`config.mk`:
```
export PLATFORM = sky130hd
export DESIGN_NAME = t05_hist_drain
export DESIGN_NICKNAME = d
export VERILOG_FILES = /design/src/rtl/t05_hist_drain_pkg.sv /design/src/rtl/t05_hist_drain.sv
export SDC_FILE = /design/constraint.sdc
export NUM_CORES = 1
export LEC_CHECK = 0
export BUFFER_PORTS_ARGS = -buffer_cell sky130_fd_sc_hd__buf_2
export CAP_MARGIN = 20
export CORE_MARGIN = 2
export CORE_UTILIZATION = 55
export DETAILED_ROUTE_END_ITERATION = 7
export PLACE_DENSITY_LB_ADDON = 0.05
export SYNTH_ARGS = -nofsm -noshare
export SYNTH_HDL_FRONTEND = slang
export SYNTH_SLANG_ARGS = --single-unit
```
`constraint.sdc`:
```
create_clock -name clk -period 3 [get_ports clk]
set_input_delay 0.15 -clock clk [delete_from_list [all_inputs] [get_ports clk]]
set_output_delay 0.15 -clock clk [all_outputs]
set_load 0.05 [all_outputs]
```
`src/rtl/t05_hist_drain_pkg.sv`:
```
// Package t05_pkg: shared definitions for the histogram drain block.
//   - wr_r_en encoding of the shared SRAM port (read / write / idle)
//   - drain FSM state type
package t05_pkg;

    localparam logic [1:0] WRR_RD   = 2'd0;
    localparam logic [1:0] WRR_WR   = 2'd1;
    localparam logic [1:0] WRR_IDLE = 2'd3;

    typedef enum logic [2:0] {
        S_IDLE,
        S_RD_REQ,
        S_EMIT,
        S_WR_REQ,
        S_NEXT,
        S_DONE
    } drain_state_t;

endpackage

```
`src/rtl/t05_hist_drain.sv`:
```
// t05_hist_drain: walks the byte histogram in SRAM after end-of-file and
// streams every non-zero bin as a (char, count) pair. It can optionally zero
// each bin after reading it. It also compares the sum of all counts against
// the builder's character total.
// Ports:
//   clk, rst                 clock, synchronous active-high reset
//   start, clear_en,         begin a drain (IDLE only); clear_en and
//   expected_total           expected_total are sampled together with start
//   sram_addr, sram_wr_data, SRAM request (wr_r_en 0=read, 1=write, 3=idle)
//   sram_wr_r_en
//   sram_rd_data, sram_ack   SRAM response; rd_data valid while ack=1
//   out_valid/out_ready,     pair stream to the tree/sort stage
//   out_char, out_count
//   busy, done               drain in progress / one-cycle completion pulse
//   leaf_count, sum_mismatch results of the last drain, held until next start
module t05_hist_drain
    import t05_pkg::*;
#(
    parameter int unsigned NUM_BINS  = 256,
    parameter int unsigned ADDR_W    = 8,
    parameter int unsigned CNT_W     = 32,
    parameter int unsigned SKIP_ZERO = 1
) (
    input  logic                clk,
    input  logic                rst,
    input  logic                start,
    input  logic                clear_en,
    input  logic [CNT_W-1:0]    expected_total,
    input  logic [CNT_W-1:0]    sram_rd_data,
    input  logic                sram_ack,
    output logic [ADDR_W-1:0]   sram_addr,
    output logic [CNT_W-1:0]    sram_wr_data,
    output logic [1:0]          sram_wr_r_en,
    output logic                out_valid,
    input  logic                out_ready,
    output logic [ADDR_W-1:0]   out_char,
    output logic [CNT_W-1:0]    out_count,
    output logic                busy,
    output logic                done,
    output logic [ADDR_W:0]     leaf_count,
    output logic                sum_mismatch
);

    localparam logic [ADDR_W-1:0] LAST_ADDR = ADDR_W'(NUM_BINS - 1);

    drain_state_t        state, state_d;
    logic [ADDR_W-1:0]   addr;
    logic                clear_q;
    logic [CNT_W-1:0]    exp_q;
    logic [CNT_W-1:0]    sum;
    logic [ADDR_W:0]     leaf_cnt;
    logic                skip_bin;

    assign sram_addr    = addr;
    assign sram_wr_data = '0;
    assign skip_bin     = (sram_rd_data == '0) && (SKIP_ZERO != 0);

    always_comb begin
        state_d = state;
        case (state)
            S_IDLE:   if (start) state_d = S_RD_REQ;
            S_RD_REQ: begin
                if (sram_ack) begin
                    if (skip_bin) state_d = clear_q ? S_WR_REQ : S_NEXT;
                    else          state_d = S_EMIT;
                end
            end
            S_EMIT:   if (out_ready) state_d = clear_q ? S_WR_REQ : S_NEXT;
            S_WR_REQ: if (sram_ack) state_d = S_NEXT;
            S_NEXT:   state_d = (addr == LAST_ADDR) ? S_DONE : S_RD_REQ;
            S_DONE:   state_d = S_IDLE;
            default:  state_d = S_IDLE;
        endcase
    end

    // Moore outputs are registered by decoding the next state, so they change
    // on the same edge as the state they belong to.
    always_ff @(posedge clk) begin
        if (rst) begin
            state        <= S_IDLE;
            addr         <= '0;
            clear_q      <= 1'b0;
            exp_q        <= '0;
            sum          <= '0;
            leaf_cnt     <= '0;
            sram_wr_r_en <= WRR_IDLE;
            out_valid    <= 1'b0;
            out_char     <= '0;
            out_count    <= '0;
            busy         <= 1'b0;
            done         <= 1'b0;
            leaf_count   <= '0;
            sum_mismatch <= 1'b0;
        end else begin
            state     <= state_d;
            out_valid <= (state_d == S_EMIT);
            done      <= (state_d == S_DONE);
            busy      <= (state_d == S_RD_REQ) || (state_d == S_EMIT) ||
                         (state_d == S_WR_REQ) || (state_d == S_NEXT);
            case (state_d)
                S_RD_REQ: sram_wr_r_en <= WRR_RD;
                S_WR_REQ: sram_wr_r_en <= WRR_WR;
                default:  sram_wr_r_en <= WRR_IDLE;
            endcase

            case (state)
                S_IDLE: begin
                    if (start) begin
                        clear_q      <= clear_en;
                        exp_q        <= expected_total;
                        sum          <= '0;
                        leaf_cnt     <= '0;
                        leaf_count   <= '0;
                        sum_mismatch <= 1'b0;
                        addr         <= '0;
                    end
                end
                S_RD_REQ: begin
                    if (sram_ack) begin
                        out_count <= sram_rd_data;
                        out_char  <= addr;
                        if (!skip_bin) begin
                            sum <= sum + sram_rd_data;
                            if (sram_rd_data != '0)
                                leaf_cnt <= leaf_cnt + (ADDR_W+1)'(1);
                        end
                    end
                end
                S_NEXT: begin
                    // Results are latched on entry to DONE so they are
                    // already valid while done pulses.
                    if (addr == LAST_ADDR) begin
                        sum_mismatch <= (sum != exp_q);
                        leaf_count   <= leaf_cnt;
                    end else begin
                        addr <= addr + ADDR_W'(1);
                    end
                end
                default: ;
            endcase
        end
    end

endmodule

```
==> results.txt, run 1 <==
* Count of fill cells added during filler insertion: roughly 1,100
* Mean routed wirelength per cell: between 15 and 20 um
- For the pin with the worst max-slew slack, the measured transition is 0.703 ns.
- Most common cell in the netlist: nand2_1
* Row count: 42
- For this run, asynchronously set or reset flops after synthesis account for 0%.
* Die span in y: 120 um
- In this run, synthesis inferred 0 flip-flops with an integrated enable.
- Dividing the detail-routed via count by the number of cells gives 5.47.
* Final Cell Area: around 0.009 mm^2
- The signal on the critical path passes through dlygate4sd3_1, buf_2, ha_1, fa_1, a21oi_1, o311ai_1, a31oi_1, a41o_1, o22ai_1, a31oi_1, mux2i_1, o21ai_0.
* Nets: roughly 1,200
- The initial utilization of the core area, before any placement, comes to 56.0%.
- Overall Global Routing Usage: 28.6%
* Max stage delay cell, worst path: dlygate4sd3_1
* Final number of hold-violating endpoints: 0
* HP Class: in -> reg
- Maximum fanout along the worst path: 4
- F_max: 360 MHz
* # DRC: 0
- Max-cap violations: 0
- Maximum buffer depth of the clock tree: 2
- The repair_antennas step left the layout with diodes totalling 0.
- IO Count: 165
- Synthesis-to-layout area growth: 24.9%
- The worst setup path is captured at a flip-flop.
- Post-synthesis sequential area ratio: 38.1%
- Library cell with the largest summed area after synthesis: dfxtp_1
- Core area: 0.0131 mm^2
- For this block, the initial DRC count from the detailed router was around 470.
- Hold Buf Count CTS: 54
- CTS H-Tree Depth: 4
* Kind of critical path: in -> reg
* Total power density per cell area: around 540 mW/mm^2
- In the synthesized netlist, the cells that appear most often are nand2_1 (207), dfxtp_1 (140), a21oi_1 (132).
- IR analysis of the VDD net gives a maximum drop of 435 uV.
* Top_reg_cell synth: dfxtp_1
- The average instance in the mapped netlist occupies ~7.9 um^2.
* Buffers & Inverters on Critical Path: 2
* Cell occurring most often along the worst timing path: a31oi_1
- In this run the cell area measured after placement is 0.00805 mm^2.
- Global routing finished with a remaining overflow of 0.
- Number of buffers inserted during clock tree synthesis: 17
- Port buffering added between 100 and 150 buffers.
- Clock latency on the worst-skew pair, taken at its later pin, is between 0.4 and 0.5 ns.
* Wire length reported by the detailed router: ~20,000 um
* Cells after Synth: 934
- For this design the static power due to leakage is 0.00409 uW.
- For this run, the slowest stage of the critical path takes 0.53 ns.
* Cell types with the largest area share after synthesis: dfxtp_1 (38%), nand2_1 (11%), a21oi_1 (9.0%)
- After routing, the total negative slack on setup checks comes to 0 ns.
- First-pass GRT wire length: 32,500 um
- Arr. time, crit path: 3.08 ns
- Required @ worst endpoint: 3.30 ns
- Die width: 120 um
- Synthesis instantiated 70 different standard cells from the library.
- Final worst setup slack: between 0.2 and 0.25 ns
* Via count of the first global-routing pass: about 6,600
- Synthesis warning total: 0
* Cell family contributing the most delay on the critical path: compound AO/OA/AOI/OAI gates
- Entering global routing, the biggest net connects 69 pins.
* Clock net sink count: 140
* Routability cong.: 0.929
- Router iterations before antenna repair: 5
* Place WS: 0.350 ns
- The clock period could shrink to 2.78 ns.
* Post-route clock skew: 0.00636 ns
- Total vias in the final route: 7,067
- Post-CTS setup repair buffer count: 0
- After synthesis the cells add up to 0.00736 mm^2.
- TritonCTS built the clock tree.
- Once detail routing completed, the nets flagged for antenna violations numbered 0.
- In this run the clock root is driven by a clkbuf_16.
* Element type at the critical path start: primary input
- After synthesis the netlist holds a flip-flop and latch count of 140.
- Cells with a size suffix above 1 make up between 15 and 20% of the layout.
- The die covers ~0.014 mm^2.
- Clock-pin slew reported for the worst setup and hold paths after clock tree synthesis: 0.06 ns
- Dividing the final minimum period by the clock period gives between 90% and 100%.
- The initial antenna violation count was 0.
- Setup violations remaining at the end of the flow were counted as 0.
- The worst pin sits at a relative slew slack of 53.1%.
- Status: finished, final reports clean
- The final-report max-slew violation count is 0.
- Setup repair after global routing missed its margin: false
- Share of the synthesized area in the top cell type: approximately two fifths
- The HPWL after detailed placement is 13,900 um.
- After clock tree synthesis, the repair step resized 0 gates.
-- cells by family after synthesis --
family / count (synthesis) / share of synthesized area, %
simple gates: 362 / 22.3
compound gates: 239 / 19.1
flops: 140 / 38.1
buf+inv: 88 / 6.14
xor+xnor: 66 / 7.86
fa+ha+maj: 34 / 5.88
mux: 4 / 0.578
other cells: 1 / 0.0510
-- tightest hold or removal path, delay by kind of cell --
| family | cells | cell delay [ns] |
|---|---|---|
| buffers and inverters | 1 | 0.13 |
| AOI/OAI and AO/OA | 1 | 0.05 |
| and+or+nand+nor | 1 | 0.06 |
-- cell type report --
| type | instances | area, um^2 | share of cell area [%] |
|---|---|---|---|
| repair buffers | 197 | 1290 | 14.0 |
| multi-input cells | 737 | 4230 | 46.1 |
| flip-flops and latches | 140 | 2800 | 30.5 |
| clock inverters | 10 | 140 | 1.53 |
| clock buffers | 21 | 460 | 5.01 |
| inverters | 12 | 45.0 | 0.490 |
| well taps | 176 | 220 | 2.40 |
-- final timing paths --
kind,startpoint,to,slack (ns),cells after the start
setup / recovery,sram_rd_data[0],sum[28],0.22,12
setup reg to reg,sum[0],sum[28],0.30,10
hold / removal,sram_rd_data[30],out_count[30],0.01,3
hold reg to reg,out_count[15],out_count[15],0.45,2
-- sequential cells by signal (all words and copies together) (netlist names) --
signal and flops:
busy 1, clear_q 1, done 1, exp_q 32, leaf_cnt 9, leaf_count 9
out_char 8, out_count 32, out_valid 1, sram_addr 8, sram_wr_r_en 2, state 3
sum 32, sum_mismatch 1
-- through the flow --
step           util (%)  hold slack (ns)  instances  total power [uW]
6_report           69.9          0.00998       1293              5000
5_1_grt            69.9          0.00574       1293              5190
4_1_cts            69.9         0.000465       1293              5010
3_5_place_dp       61.3            0.397       1208              2820
3_3_place_gp       61.3            0.391       1208              2820
2_1_floorplan         -            0.286        965              2630
-- layer usage --
layer	GRT usage (%)	share of wire [%]	vias to the layer above
met4	11.2	2.6	0
met5	0	0	-
met2	47.7	48	198
met1	36.2	45	3294
met3	6.42	5.0	34
li1	-	-	3541
-- power by group --
| part | switching (uW) | internal (uW) | total [uW] |
|---|---|---|---|
| Clock | 810 | 1350 | 2160 |
| Combinational | 565 | 293 | 858 |
| Sequential | 55.8 | 1930 | 1990 |
-- cell usage in the layout (no fill, tap or decap), types with 4 or more instances in the layout --
cell	n
or2_2	4
clkbuf_16	17
xor2_1	52
a21oi_1	132
a21o_1	16
buf_2	131
nand2b_1	5
and3_1	6
nor3_1	5
nand3_1	33
nand4_1	16
buf_4	12
conb_1	32
a211oi_1	5
or3_1	5
o21ai_0	32
o21bai_1	8
dfxtp_1	140
xnor2_1	14
nor2b_1	6
ha_1	33
nor4_1	17
a31oi_1	7
nand2_1	207
o21ai_1	5
dlygate4sd3_1	54
inv_1	12
nor2_1	40
Power figures use the tool's default switching activity.
==> inputs of run 2 (changes only) <==
--- a/config.mk
+++ b/config.mk
@@ -7,6 +7,7 @@
 export LEC_CHECK = 0
 export BUFFER_PORTS_ARGS = -buffer_cell sky130_fd_sc_hd__buf_2
 export CAP_MARGIN = 20
+export CORE_ASPECT_RATIO = 1.75
 export CORE_MARGIN = 2
 export CORE_UTILIZATION = 55
 export DETAILED_ROUTE_END_ITERATION = 7
==> results.txt, run 2 (synthesis results as in run 1) <==
- The flow ran to the end, and the final reports show no timing, DRC or antenna violations.
- Final setup violating endpoints: 0
- Pin count of the biggest net entering global routing: 71
- TritonCTS clock tree: done
- Required @ worst endpoint: 3.30 ns
* Final max-slew violation count: 0
* HP Class: in -> reg
- The floorplan step defined a die boundary enclosing 0.0144 mm^2.
- Max rail drop VDD: 394 uV
- Cell total after placement: 1,205
- The first global-routing pass estimated 32,700 um of wire.
- The number of global-route vias before repair was 6,749.
- Synthesis-to-layout area growth: 23.7%
- Min-delay src: sram_rd_data[19]
* Vias per inst: 5.57
* Final number of hold-violating endpoints: 0
* Number of non-filler instances in the completed layout: 1,279
- Highest-count cells in the layout ignoring fill and taps: nand2_1 (207), dfxtp_1 (140), a21oi_1 (132), buf_2 (131), xor2_1 (52)
- Row generation in the floorplan step produced 55 rows.
* Transition time at the pin with the least slew margin: between 0.7 and 0.8 ns
- Counting the buffers created by CTS gives 17.
- Summed over all cells, the static leakage comes to 0.00407 uW.
- In the finished design, the share of the clock period the worst path needs comes to approximately 90%.
* Die width: 91.4 um
* Worst setup EP type: flip-flop
* Wire length reported by the detailed router: 20,700 um
* Element type at the critical path start: flip-flop
- Total power density per cell area: 552 mW/mm^2
* Clock net sink count: 140
- In this run the clock root is driven by a clkbuf_16.
- Slew margin rel.: 50.1%
- Post-route clock skew: 0.0129 ns
- Clock-pin slew was measured on the worst setup and hold paths at approximately 0.060 ns.
- Counting I/O delays and the setup requirement, the final critical path takes 2.69 ns.
* Mean routed wirelength per cell: around 16 um
* F_max: 372 MHz
* Pwr Total: 5030 uW
- The first detailed-routing pass ran for 5 iterations.
* Antenna violations before repair: 0
- Nets: 1,199
- Total vias in the final route: 7,126
* Arr. time, crit path: approximately 3 ns
- Die span in y: 157 um
* Largest registers in the final layout: exp_q: 32 flops, out_count: 32 flops, sum: 32 flops
- Post-DP HPWL: 15,000 um
- IO Count: roughly 170
- Clk_lat worst skew: ~0.42 ns
* Commonest non-fill, non-tap cell in the layout: nand2_1
* Congestion Overflow GR: 0
- In this run, the number of DRC markers left after iteration 0 of detailed routing was approximately 410.
- The clock passes through at most 2 buffers.
* Setup repair after global routing missed its margin: false
- Total negative slack for setup checks: 0 ns
- Number of antenna cells inserted: 0
- Fraction of layout instances using a drive strength above 1: 17.5%
* Kind of critical path: reg -> reg
- The core region is 0.0130 mm^2.
* # DRC: 0
* Maximum fanout along the worst path: 4
- Overall Global Routing Usage: ~29%
* Routability cong.: about 0.97
- CTS H-Tree Depth: 4
* Max-cap violations: 0
- Once the floorplan was initialized, standard cells occupied 56.6% of the core.
* Number of antenna-violating nets in the routed design: 0
- # port buffers: around 130
- Worst setup path start: sum[0]
* Reg2reg start: sum[0]
-- run 2: changes by cell type in the layout (fill, tap and decap cells not counted), sizes merged --
cell,before,now
clkbuf,21,20
buf,143,145
clkinv,3,5
dlygate4sd3,54,42
inv,13,15
clkinvlp,3,1
-- run 2: worst max-delay path, cell delays in order (launching register included) --
cell and delay (ns):
dfxtp_1 0.34, ha_1 0.23, fa_1 0.42, a21oi_1 0.25, o311ai_1 0.14, a31oi_2 0.27
a41o_1 0.30, o22ai_1 0.13, a31oi_1 0.23, mux2i_1 0.19, o21ai_0 0.08
-- run 2: final cells by class --
type / instances / area [um^2]
timing repair buffer: 187 / 1180
inverter: 12 / 45.0
clock inverter: 12 / 160
multi-input combinational: 737 / 4250
tap: 171 / 214
fill: 1178 / 3900
clock buffer: 20 / 457
sequential: 140 / 2800
-- run 2: repair_timing --
| action | CTS | global route |
|---|---|---|
| setup endpoints to repair | 0 | 3 |
| hold buffers | 42 | 0 |
| gates resized for setup | 0 | 2 |
| buffers inserted | 0 | 0 |
| endpoints found under the hold margin | 42 | 0 |
-- run 2: routing by layer --
layer / global-route usage (%) / vias to the layer above / wire length [um]
met5: 0 / - / 0
met4: 15.1 / 0 / 853
met3: 3.97 / 52 / 746
met2: 54.3 / 195 / 11100
met1: 30.2 / 3360 / 8010
li1: - / 3519 / -
-- run 2: final timing paths --
kind	end	slack [ns]	cells past startpoint
max	sum[28]	0.31	10
min	out_count[19]	0.007	3
max reg2reg	sum[28]	0.31	10
min reg2reg	out_char[6]	0.45	2
-- run 2: through the flow --
step	worst slack, ns	hold slack (ns)	utilization (%)	cell area (um^2)
finish	0.312	0.00674	70.0	9100
global placement	0.394	0.391	61.9	8060
floorplan	0.629	0.286	-	7470
detailed placement	0.312	0.395	61.9	8060
global route	0.0816	0.00326	70.0	9100
CTS	0.246	0.000325	69.9	9090
-- run 2: where the power goes --
| part | switching [uW] | internal, uW |
|---|---|---|
| Combinational | 565 | 283 |
| Clock | 829 | 1360 |
| Sequential | 58.1 | 1930 |
| Total | 1450 | 3580 |
